### src/rtl/mips_pkg.sv
// Shared types and constants for the instruction-fetch slice.
package mips_pkg;

    localparam int INSTR_W = 32;
    localparam logic [INSTR_W-1:0] NOP_INSTR = 32'h0000_0000;

    typedef enum logic [1:0] {
        IDLE  = 2'd0,
        RUN   = 2'd1,
        DRAIN = 2'd2
    } fetch_state_e;

    // One buffered fetch: the address of the following instruction plus the word itself.
    typedef struct packed {
        logic [31:0]        pc4;
        logic [INSTR_W-1:0] instr;
    } fetch_entry_t;

endpackage

### src/rtl/fetch_buf_fifo.sv
// Two-entry {pc4, instr} FIFO between instruction memory and the IF/ID register.
// Flush wins over push/pop; push and pop may happen on the same edge.
module fetch_buf_fifo
    import mips_pkg::*;
(
    input  logic         clock,
    input  logic         reset_n,
    input  logic         push,
    input  logic         pop,
    input  logic         flush,
    input  fetch_entry_t wdata,
    output fetch_entry_t head,
    output logic [1:0]   count
);

    logic       wr_ptr_reg;
    logic       rd_ptr_reg;
    logic [1:0] count_reg;
    logic       do_pop;
    logic       do_push;

    assign do_pop  = pop && (count_reg != 2'd0);
    assign do_push = push && ((count_reg != 2'd2) || do_pop);

    always_ff @(posedge clock or negedge reset_n) begin
        if (!reset_n) begin
            wr_ptr_reg <= 1'b0;
            rd_ptr_reg <= 1'b0;
            count_reg  <= 2'd0;
        end else if (flush) begin
            wr_ptr_reg <= 1'b0;
            rd_ptr_reg <= 1'b0;
            count_reg  <= 2'd0;
        end else begin
            if (do_push) begin
                wr_ptr_reg <= ~wr_ptr_reg;
            end
            if (do_pop) begin
                rd_ptr_reg <= ~rd_ptr_reg;
            end
            case ({do_push, do_pop})
                2'b10:   count_reg <= count_reg + 2'd1;
                2'b01:   count_reg <= count_reg - 2'd1;
                default: count_reg <= count_reg;
            endcase
        end
    end

    // Payload registers need no reset: they are only observed while count is non-zero.
    for (genvar gi = 0; gi < 2; gi++) begin : g_entry
        fetch_entry_t entry_reg;
        always_ff @(posedge clock) begin
            if (do_push && !flush && (wr_ptr_reg == 1'(gi))) begin
                entry_reg <= wdata;
            end
        end
    end

    assign head  = rd_ptr_reg ? g_entry[1].entry_reg : g_entry[0].entry_reg;
    assign count = count_reg;

    // The credit scheme upstream must never deliver data into a full buffer.
    no_push_when_full: assert property (@(posedge clock) disable iff (!reset_n)
        !(push && (count_reg == 2'd2)));

endmodule

### src/rtl/if_fetch_stage.sv
// Instruction-fetch stage: owns the PC, runs a single-outstanding req/gnt/rvalid
// read port and feeds a two-entry buffer whose head drives the IF/ID register.
module if_fetch_stage
    import mips_pkg::*;
#(
    parameter logic [31:0] RESET_PC  = 32'h0000_0000,
    parameter int          BUF_DEPTH = 2
) (
    input  logic        clock__i,
    input  logic        reset_n__i,
    input  logic        stall__i,
    input  logic        redirect__i,
    input  logic [31:0] redirect_pc__i,
    output logic        imem_req__o,
    output logic [31:0] imem_addr__o,
    input  logic        imem_gnt__i,
    input  logic        imem_rvalid__i,
    input  logic [31:0] imem_rdata__i,
    output logic [31:0] PC_4__o,
    output logic [31:0] instr__o,
    output logic        fetch_valid__o
);

    localparam logic [1:0] ST_IDLE  = IDLE;
    localparam logic [1:0] ST_RUN   = RUN;
    localparam logic [1:0] ST_DRAIN = DRAIN;
    localparam logic [2:0] CREDITS  = 3'(BUF_DEPTH);

    logic [1:0]   state_reg;
    logic [1:0]   state_next;
    logic [31:0]  pc_reg;
    logic [31:0]  pc_next;
    logic [31:0]  tag_reg;
    logic [31:0]  tag_next;
    logic         outstanding_reg;
    logic         outstanding_next;

    logic         in_run;
    logic         pop;
    logic         push;
    logic         req;
    logic         grant;
    logic [2:0]   inflight;
    logic [1:0]   count;
    fetch_entry_t head;
    fetch_entry_t wdata;

    assign in_run = (state_reg == ST_RUN);
    assign pop    = !stall__i && (count != 2'd0) && !redirect__i;

    // Words already buffered plus the one in flight, net of this cycle's pop.
    assign inflight = {1'b0, count} + {2'b00, outstanding_reg} - {2'b00, pop};

    assign req   = in_run && !redirect__i && (!outstanding_reg || imem_rvalid__i)
                   && (inflight < CREDITS);
    assign grant = req && imem_gnt__i;

    // rvalid without a tracked request (stale after reset) never reaches the buffer.
    assign push  = in_run && !redirect__i && outstanding_reg && imem_rvalid__i;
    assign wdata = '{pc4: tag_reg, instr: imem_rdata__i};

    always_comb begin
        state_next       = state_reg;
        pc_next          = pc_reg;
        tag_next         = tag_reg;
        outstanding_next = outstanding_reg;

        if (grant) begin
            outstanding_next = 1'b1;
            pc_next          = pc_reg + 32'd4;
            tag_next         = pc_reg + 32'd4;
        end else if (imem_rvalid__i) begin
            outstanding_next = 1'b0;
        end

        if (redirect__i) begin
            pc_next = {redirect_pc__i[31:2], 2'b00};
        end

        case (state_reg)
            ST_IDLE:  state_next = ST_RUN;
            ST_RUN: begin
                if (redirect__i && outstanding_reg && !imem_rvalid__i) begin
                    state_next = ST_DRAIN;
                end
            end
            ST_DRAIN: begin
                if (imem_rvalid__i) begin
                    state_next = ST_RUN;
                end
            end
            default:  state_next = ST_IDLE;
        endcase
    end

    always_ff @(posedge clock__i or negedge reset_n__i) begin
        if (!reset_n__i) begin
            state_reg       <= ST_IDLE;
            pc_reg          <= RESET_PC;
            tag_reg         <= 32'h0;
            outstanding_reg <= 1'b0;
        end else begin
            state_reg       <= state_next;
            pc_reg          <= pc_next;
            tag_reg         <= tag_next;
            outstanding_reg <= outstanding_next;
        end
    end

    fetch_buf_fifo u_buf (
        .clock   (clock__i),
        .reset_n (reset_n__i),
        .push    (push),
        .pop     (pop),
        .flush   (redirect__i),
        .wdata   (wdata),
        .head    (head),
        .count   (count)
    );

    assign imem_req__o    = req;
    assign imem_addr__o   = pc_reg;
    assign fetch_valid__o = (count != 2'd0);
    assign PC_4__o        = fetch_valid__o ? head.pc4 : 32'h0;
    assign instr__o       = fetch_valid__o ? head.instr : NOP_INSTR;

endmodule

### config.mk
export PLATFORM = sky130hd
export DESIGN_NAME = if_fetch_stage
export DESIGN_NICKNAME = d
export VERILOG_FILES = /design/src/rtl/mips_pkg.sv /design/src/rtl/fetch_buf_fifo.sv /design/src/rtl/if_fetch_stage.sv
export SDC_FILE = /design/constraint.sdc
export NUM_CORES = 1
export LEC_CHECK = 0
export ABC_AREA = 1
export CAP_MARGIN = 20
export CORE_ASPECT_RATIO = 1.4
export CORE_MARGIN = 1
export CORE_UTILIZATION = 57
export CTS_BUF_LIST = sky130_fd_sc_hd__clkbuf_4
export CTS_CLUSTER_DIAMETER = 100
export DETAILED_ROUTE_END_ITERATION = 6
export MAX_ROUTING_LAYER = met4
export PLACE_DENSITY = 0.87
export SYNTH_ARGS = -nofsm -noshare
export SYNTH_HDL_FRONTEND = slang
export SYNTH_SLANG_ARGS = --single-unit
### constraint.sdc
create_clock -name clock__i -period 11.46 [get_ports clock__i]
set_input_delay 1.719 -clock clock__i [delete_from_list [all_inputs] [get_ports clock__i]]
set_output_delay 1.719 -clock clock__i [all_outputs]
set_load 0.1 [all_outputs]
==> impl_metrics.ini, run 1 <==
[placed_design]
place.gp.congestion = 0.877
io_buffers = 161
post-dp-hpwl_um = 12600

[grt]
met3_usage_pct = 4.27
grt_max_degree = 68
first_global_vias = 6332
top_usage_layer = met2
use_met2_pct = 47.4
antenna_found_initial = 1
grt_remaining_overflow = 0
use_met1_pct = 29.7
track_usage_pct = 26.4
grt_pass1_wl_um = 30400

[timing]
fin_crit_sh_pct = 60.1
setup_tns_ns = 0
hold_slack_ns = 0.488
min_period_ns = 6.88
setup_violations = 0
final_max_slew_viol_count = 0
relSlewSlack_pct = 31.4
rsz0062_at_grt = false
tightest_slew_ns = 1.03
hold_viol_final = 0
finalClockSkew_ns = 0.0327
clock.fmax_mhz = 145

[run]
drv_cap = 0

[synthesis]
synth_top_family_by_area = simple AND/OR/NAND/NOR gates
synth-xor-area-share_pct = 1.99
ys_ff_latch = 191
synth-compound-area-share_pct = 4.36
muxShareOfSynthArea_pct = 0
synth-warning-count = 0
synth_simple_gate_area_share_pct = 24.0
synth_area_per_cell_um2 = 9.95
synth_cell_types = 33
synth_fa_ha_area_share_pct = 0.542
syn-cell-area_um2 = 8320
synth_cells = 836
ys_seq_area_share_pct = 64.9

[floorplan]
coreArea_um2 = 14100
ios = 168
start_util_pct = 59.0
die-width_um = 104
rows = 51
die_area_um2 = 15100
die_h_um = 145

[layout]
largest_reg_flops = 124
layout_common_cells = nand2_1 (356), clkdlybuf4s50_1 (160), edfxtp_1 (124)
final_common_cell = nand2_1
nFillCells = 1049
drive_gt1_share_pct = 6.59
syn_to_final_growth_pct = 23.9
layout.nets = 1061

[clock_network]
cts.clk_slew.worst_paths_ns = 0.15
clkLatencyLatePin_ns = 0.56
h-tree-depth = 4
cts_resized = 0
clkSinkCount = 191
postCtsSetupBuffers = 0
numCtsBuffers = 17
tritoncts = built
ctsHoldBuffers = 0
clockBufferDepth = 2
root_buffer = clkbuf_4

[pwr]
internal_power_w = 0.00133
switchingPower_w = 0.00160
p_leak_nw = 4.17
p_sw_share_pct = 54.5
vdd_drop_max_v = 0.000179
clkPwrFrac_pct = 11.9
p_per_area_nw_per_um2 = 284
seqPwrFrac_pct = 33.3
combPwrFrac_pct = 54.7
power.total_w = 0.00293

[worst_setup_path]
crit_family = buffers and inverters
cp-end-kind = output pin
critPathArrivalTime_ns = 5.16
reg2reg_depth = 14
timing.rr.end = tag_reg[16]$_DFFE_PN0P_
crit_end = imem_req__o
critPathLaunch = redirect__i
path_common_cell = nand2_1
max_stage_delay_ns = 1.16
r2r_slack_ns = 8.00
crit_path_cell_trace = clkdlybuf4s50_1, buf_4, nor2_1, nand2_1, inv_2, ha_1, inv_1, nand2_1, fa_1, nand2_1, nor3_1, clkdlybuf4s50_1
startpoint_type = input port
path_depth = 12
critPathKind = in2out
crit_buf_inv = 5
worstPathMaxFanout = 33
required_ns = 9.74
r2r-start = u_buf.count[1]$_DFFE_PN0P_
slowest_stage = clkdlybuf4s50_1

[detailed_routing]
viasPerCell = 5.32
totalWireLength_um = 18600
vias = 6319
antenna_left = 0
wl_per_cell_um = 15.7
drt_iter0_drc = 376
drc = 0
first_pass_iters = 5

[run_status]
status = finished, final reports clean

[hold_path]
hold_path.class = reg2reg
layout make-up:
type	count	area, um2	share of cell area, %
clock inverter	15	148	1.43
antenna	1	2.50	0.0243
tap	185	231	2.25
timing repair buffer	168	1670	16.2
sequential	191	5400	52.4
inverter	31	116	1.13
multi-input combinational	579	2600	25.3
clock buffer	17	128	1.24
per-stage QoR:
stage	area [um2]	worst slack, ns	utilization, %	cells
finish	10300	4.58	73.0	1187
global route	10300	4.43	73.0	1187
global placement	10000	4.61	70.9	1153
detailed placement	10000	4.58	70.9	1153
CTS	10300	4.57	72.9	1185
floorplan	8330	4.60	-	839
layer usage:
layer	up-vias	part of all wire (%)
met2	227	55
met1	3004	38
met3	30	5.0
met5	-	0
met4	0	2.2
li1	3058	-
cells by family (layout without fill, tap and decap cells):
group | after synthesis | count (layout)
AOI/OAI and AO/OA | 70 | 70
xor gates and xnor gates | 18 | 18
adders and majority gates | 3 | 3
buffers and inverters | 69 | 231
DFF | 191 | 191
other | 1 | 5
and+or+nand+nor | 484 | 484
cells in the mapped netlist (all sizes together):
library cell	n	area, um2
conb	1	3.75
o21ai	5	28.8
ha	2	25.0
a21oi	62	310
xnor2	7	61.3
nand4	4	25.0
nor3	3	15.0
nand3	52	265
xor2	11	104
buf	20	156
nand2	361	1370
inv	31	116
a22o	1	8.76
nand3b	9	80.1
o31ai	1	7.51
fa	1	20.0
clkbuf	18	67.6
dfrtp	67	1680
edfxtp	124	3720
nor2	55	246
o211ai	1	7.51
how the worst min path moves through the flow:
stage	startpoint	endpoint	depth (start not counted)
after floorplan	tag_reg[2]$_DFFE_PN0P_	u_buf.g_entry[0].entry_reg[34]$_DFFE_PP_	0
final	tag_reg[9]$_DFFE_PN0P_	u_buf.g_entry[0].entry_reg[41]$_DFFE_PP_	0
after CTS	tag_reg[9]$_DFFE_PN0P_	u_buf.g_entry[0].entry_reg[41]$_DFFE_PP_	0
after global routing	tag_reg[16]$_DFFE_PN0P_	u_buf.g_entry[1].entry_reg[48]$_DFFE_PP_	0
after global placement	tag_reg[2]$_DFFE_PN0P_	u_buf.g_entry[1].entry_reg[34]$_DFFE_PP_	0
after detailed placement	tag_reg[9]$_DFFE_PN0P_	u_buf.g_entry[1].entry_reg[41]$_DFFE_PP_	0
power by group through the flow:
stage / sequential [W] / combinational, W / clock (W)
final: 0.000976 / 0.00160 / 0.000349
after global routing: 0.000990 / 0.00168 / 0.000384
after CTS: 0.000974 / 0.00160 / 0.000355
after detailed placement: 0.000988 / 0.00160 / 0
after global placement: 0.000979 / 0.00158 / 0
after floorplan: 0.00119 / 0.00103 / 0
(Power assumes the default switching activity.)
==> run 2, diff against run 1 <==
Settings changed: CORE_UTILIZATION 57 to 48, PLACE_DENSITY 0.87 to 0.78.
Clock period 11.46 ns to 5.8 ns, I/O delays scaled along.
==> run 2 against run 1 <==
  * Non-clock buffer count increased by 2
  * Clock skew decreased by 0.0073 ns
  * Flip-flop and latch count unchanged
  * Final cell count increased by 4.1%
  * Critical path depth decreased by 1
  * Sequential share of layout area decreased by 0.48 points
  * First-iteration DRC count decreased by 8.8%
  * Combinational power increased by 98%
  * Routed wire length increased by 2.0%
  * Clock power increased by 110%
  * Critical path type is now reg2out
  * Largest cell class unchanged
  * Highest routed layer unchanged
==> impl_metrics.ini, run 2 (synthesis gave the netlist of run 1 again) <==
[run_status]
status = finished, final reports clean

[placed_design]
placedCellCount = 1202
pre_cts_ws_ns = 1.27
place.gp.congestion = 0.908
io_buffers = 161
post-dp-hpwl_um = 13000

[worst_setup_path]
r2r-start = u_buf.count[1]$_DFFE_PN0P_
crit_path_cell_trace = nor2_4, inv_2, nand2_1, inv_2, ha_1, inv_1, nand2_1, fa_1, nand2_1, nor3_1, buf_4
critPathKind = reg2out
startpoint_type = flop
cp-end-kind = output pin
timing.rr.end = imem_addr__o[17]$_DFFE_PN0P_
path_common_cell = nand2_1
reg2reg_depth = 14
critPathArrivalTime_ns = 3.56
required_ns = 4.93
max_stage_delay_ns = 0.66
crit_family = simple AND/OR/NAND/NOR gates
worstPathMaxFanout = 32
crit_buf_inv = 4
slowest_stage = nor2_4
r2r_slack_ns = 1.79

[clock_network]
cts_resized = 0
clockBufferDepth = 2
cts.clk_slew.worst_paths_ns = 0.17
postCtsSetupBuffers = 0
h-tree-depth = 4
clkSinkCount = 191
tritoncts = built
clkLatencyLatePin_ns = 0.54
numCtsBuffers = 17
root_buffer = clkbuf_4
ctsHoldBuffers = 0

[floorplan]
die-width_um = 113
ios = 168
coreArea_um2 = 16900
die_area_um2 = 17900
rows = 56
die_h_um = 158
start_util_pct = 49.3

[layout]
nFillCells = 1398
final_common_cell = nand2_1
multi_input_area_um2 = 2600
layout_common_cells = nand2_1 (356), clkdlybuf4s50_1 (159), edfxtp_1 (124)
largest_reg_flops = 124
drive_gt1_share_pct = 6.98
layout.nets = 1063
seq_area_um2 = 5400
syn_to_final_growth_pct = 25.0
stdcell_count = 1236

[hold_path]
hold_path.class = in2async

[timing]
final_max_slew_viol_count = 0
min_period_ns = 4.43
setup_violations = 0
rsz0062_at_grt = false
setup_slack_ns = 1.37
fin_crit_sh_pct = 76.3
tightest_slew_ns = 1.02
relSlewSlack_pct = 31.7
setup_tns_ns = 0
finalClockSkew_ns = 0.0255
hold_viol_final = 0
hold_slack_ns = 0.469
clock.fmax_mhz = 226

[detailed_routing]
viasPerCell = 5.00
wl_per_cell_um = 15.3
totalWireLength_um = 19000
antenna_left = 0
vias = 6175
drt_iter0_drc = 343
drc = 0
first_pass_iters = 5

[grt]
grt_remaining_overflow = 0
antenna_found_initial = 1
grt_pass1_wl_um = 30100
grt_max_degree = 68
first_global_vias = 6064
track_usage_pct = 22.6

[pwr]
vdd_drop_max_v = 0.000321
p_leak_nw = 4.19
p_per_area_nw_per_um2 = 560

[run]
drv_cap = 0
==> run 2: changes by cell type in the layout (fill, tap and decap cells not counted) <==
cell,delta
inv_6,-5
buf_4,+3
clkinvlp_4,+3
inv_8,+3
clkinv_4,-2
clkinv_8,+2
clkdlybuf4s50_1,-1
clkinv_1,-1
==> run 2: metrics by stage <==
stage | util (%) | cell area [um2] | total power, W
after detailed placement | 59.7 | 10100 | 0.00512
final | 61.6 | 10400 | 0.00583
after CTS | 61.4 | 10400 | 0.00585
after global routing | 61.6 | 10400 | 0.00608
after floorplan | - | 8330 | 0.00439
after global placement | 59.7 | 10100 | 0.00508
==> run 2: how the worst max path moves through the flow <==
stage	from	to	slack (ns)	depth (start not counted)
global route	u_buf.count[1]$_DFFE_PN0P_	imem_req__o	1.12	11
global placement	redirect__i	imem_addr__o[9]$_DFFE_PN0P_	1.35	15
detailed placement	redirect__i	imem_addr__o[9]$_DFFE_PN0P_	1.27	15
CTS	u_buf.count[1]$_DFFE_PN0P_	imem_req__o	1.30	11
floorplan	redirect__i	imem_req__o	0.64	10
finish	u_buf.count[1]$_DFFE_PN0P_	imem_req__o	1.37	11
==> run 2: layer usage <==
metal  global-route usage (%)  vias to the layer above  share of wire [%]
li1                         -                     3058                  -
met1                     26.1                     2942                 41
met2                     40.3                      149                 53
met3                     2.91                       26                3.4
met4                     8.08                        0                1.9
met5                        -                        -                  0
==> run 2: area by class of cell <==
| cell class | count | area share (%) |
|---|---|---|
| Sequential cell | 191 | 52.0 |
| Multi-Input combinational cell | 579 | 25.0 |
| Tap cell | 232 | 2.79 |
| Inverter | 31 | 1.12 |
| Clock inverter | 15 | 1.65 |
| Clock buffer | 17 | 1.23 |
| Timing Repair Buffer | 170 | 16.2 |
| Antenna cell | 1 | 0.0241 |
==> run 2: power by group <==
part	internal (W)	switching [W]
Combinational	0.000690	0.00248
Sequential	0.00171	0.000211
Clock	0.000236	0.000497
==> run 3, diff against run 2 <==
Clock period 5.8 ns to 3.77 ns, I/O delays scaled along.
==> run 3 against run 2 <==
  * Global-route usage shrank 0.53 points
  * Critical path depth is the same
  * Sequential power increased by 54%
  * Via count increased by 1.1%
  * Power is 51% higher
  * Hold slack worse by 0.38 ns
  * Sequential share of layout area rose by 0.84 points
  * Die area unchanged
==> impl_metrics.ini, run 3 (synthesis gave the netlist of run 1 again) <==
[worst_setup_path]
path_common_cell = nand2_1
critPathArrivalTime_ns = 2.93
startpoint_type = flop
required_ns = 3.20
crit_path_cell_trace = nor2_4, inv_2, nand2_1, inv_2, ha_1, inv_1, nand2_1, fa_1, nand2_1, nor3_2, buf_12
critPathKind = reg2out
worstPathMaxFanout = 6
slowest_stage = dfrtp_1
max_stage_delay_ns = 0.54
cp-end-kind = output pin

[timing]
finalClockSkew_ns = 0.0283
hold_slack_ns = 0.0928
rsz0062_at_grt = false
relSlewSlack_pct = 32.1
tightest_slew_ns = 1.01
final_max_slew_viol_count = 0
setup_slack_ns = 0.272
fin_crit_sh_pct = 92.8
clock.fmax_mhz = 286
setup_violations = 0
hold_viol_final = 0
min_period_ns = 3.50

[detailed_routing]
vias = 6240
wl_per_cell_um = 15.1
drc = 0
viasPerCell = 5.04
antenna_left = 0
drt_iter0_drc = 294
first_pass_iters = 5
totalWireLength_um = 18700

[placed_design]
pre_cts_ws_ns = 0.229
io_buffers = 161
place_area_um2 = 9950
place.gp.congestion = 0.913
post-dp-hpwl_um = 12800
placedCellCount = 1204

[hold_path]
hold_path.class = in2async

[pwr]
combPwrFrac_pct = 54.4
p_leak_nw = 4.29
vdd_drop_max_v = 0.000517
seqPwrFrac_pct = 33.6
p_per_area_nw_per_um2 = 862
switchingPower_w = 0.00489
internal_power_w = 0.00393
p_sw_share_pct = 55.5
clkPwrFrac_pct = 12.0
power.total_w = 0.00882

[grt]
grt_max_degree = 65
grt_pass1_wl_um = 29300
grt_remaining_overflow = 0
first_global_vias = 5956
met3_usage_pct = 3.83
antenna_found_initial = 1
use_met1_pct = 25.1
top_usage_layer = met2
track_usage_pct = 22.0
use_met2_pct = 39.2

[layout]
final_common_cell = nand2_1
syn_to_final_growth_pct = 23.0
largest_reg_flops = 124
stdcell_count = 1237
final_area_um2 = 10200
layout.nets = 1064
layout_common_cells = nand2_1 (356), edfxtp_1 (124), clkdlybuf4s50_1 (96)
drive_gt1_share_pct = 13.5

[floorplan]
start_util_pct = 49.3
coreArea_um2 = 16900
die_h_um = 158
rows = 56
die_area_um2 = 17900
ios = 168
die-width_um = 113

[clock_network]
cts_resized = 0
clockBufferDepth = 2
root_buffer = clkbuf_4
clkLatencyLatePin_ns = 0.58
cts.clk_slew.worst_paths_ns = 0.16
postCtsSetupBuffers = 0
tritoncts = built
clkSinkCount = 191
numCtsBuffers = 17
h-tree-depth = 4
ctsHoldBuffers = 0

[run]
drv_cap = 0

[run_status]
status = finished, final reports clean
[run 3: changes by cell type in the layout (fill, tap and decap cells not counted), sizes merged]
cell | previous run | this run
clkinv | 4 | 6
inv | 38 | 39
clkbuf | 17 | 18
bufinv | 1 | 0
buf | 11 | 75
clkdlybuf4s50 | 159 | 96
clkinvlp | 3 | 0
[run 3: worst paths after layout]
kind                                            startpoint                                       end  slack [ns]  cells past startpoint
worst max-delay path            u_buf.count[1]$_DFFE_PN0P_                               imem_req__o        0.27                     11
worst min register to register     tag_reg[31]$_DFFE_PN0P_  u_buf.g_entry[0].entry_reg[63]$_DFFE_PP_        0.49                      0
max in group asynchronous                       reset_n__i              imem_addr__o[27]$_DFFE_PN0P_        2.75                      2
worst min-delay path                            reset_n__i                    tag_reg[9]$_DFFE_PN0P_        0.09                      1
worst max register to register  u_buf.count[1]$_DFFE_PN0P_               imem_addr__o[9]$_DFFE_PN0P_        0.68                     14
min in group clock__i              tag_reg[31]$_DFFE_PN0P_  u_buf.g_entry[0].entry_reg[63]$_DFFE_PP_        0.49                      0
[run 3: power groups by stage]
stage                     clock, W  sequential, W  combinational (W)
after floorplan                  0        0.00363            0.00312
after global placement           0        0.00299            0.00478
after detailed placement         0        0.00300            0.00482
after CTS                  0.00109        0.00295            0.00483
after global routing       0.00117        0.00301            0.00502
final                      0.00106        0.00296            0.00480
[run 3: per-layer routing]
| metal | vias to the layer above | wire (um) |
|---|---|---|
| li1 | 3053 | - |
| met1 | 3016 | 7680 |
| met2 | 148 | 9970 |
| met3 | 23 | 698 |
| met4 | 0 | 311 |
| met5 | - | 0 |
[run 3: critical path, delay by kind of cell (launching register included)]
kind	cells	cell delay (ns)
flip-flops	1	0.54
adder cells (fa/ha/maj)	2	0.74
AND/OR/NAND/NOR	5	0.71
buffers and inverters	4	0.37
[run 3: stage by stage]
step / setup TNS (ns) / util (%)
2_1_floorplan: -60.59 / -
3_3_place_gp: 0 / 58.9
3_5_place_dp: 0 / 58.9
4_1_cts: 0 / 60.6
5_1_grt: 0 / 60.6
6_report: 0 / 60.6
[run 3: cell type report]
| type | count | area, um2 |
|---|---|---|
| fillers | 1437 | 6660 |
| flip-flops and latches | 191 | 5400 |
| multi-input cells | 579 | 2610 |
| repair buffers | 171 | 1530 |
| well taps | 232 | 290 |
| clock inverters | 14 | 144 |
| clock buffers | 18 | 135 |
| inverters | 31 | 116 |
| diodes | 1 | 2.50 |
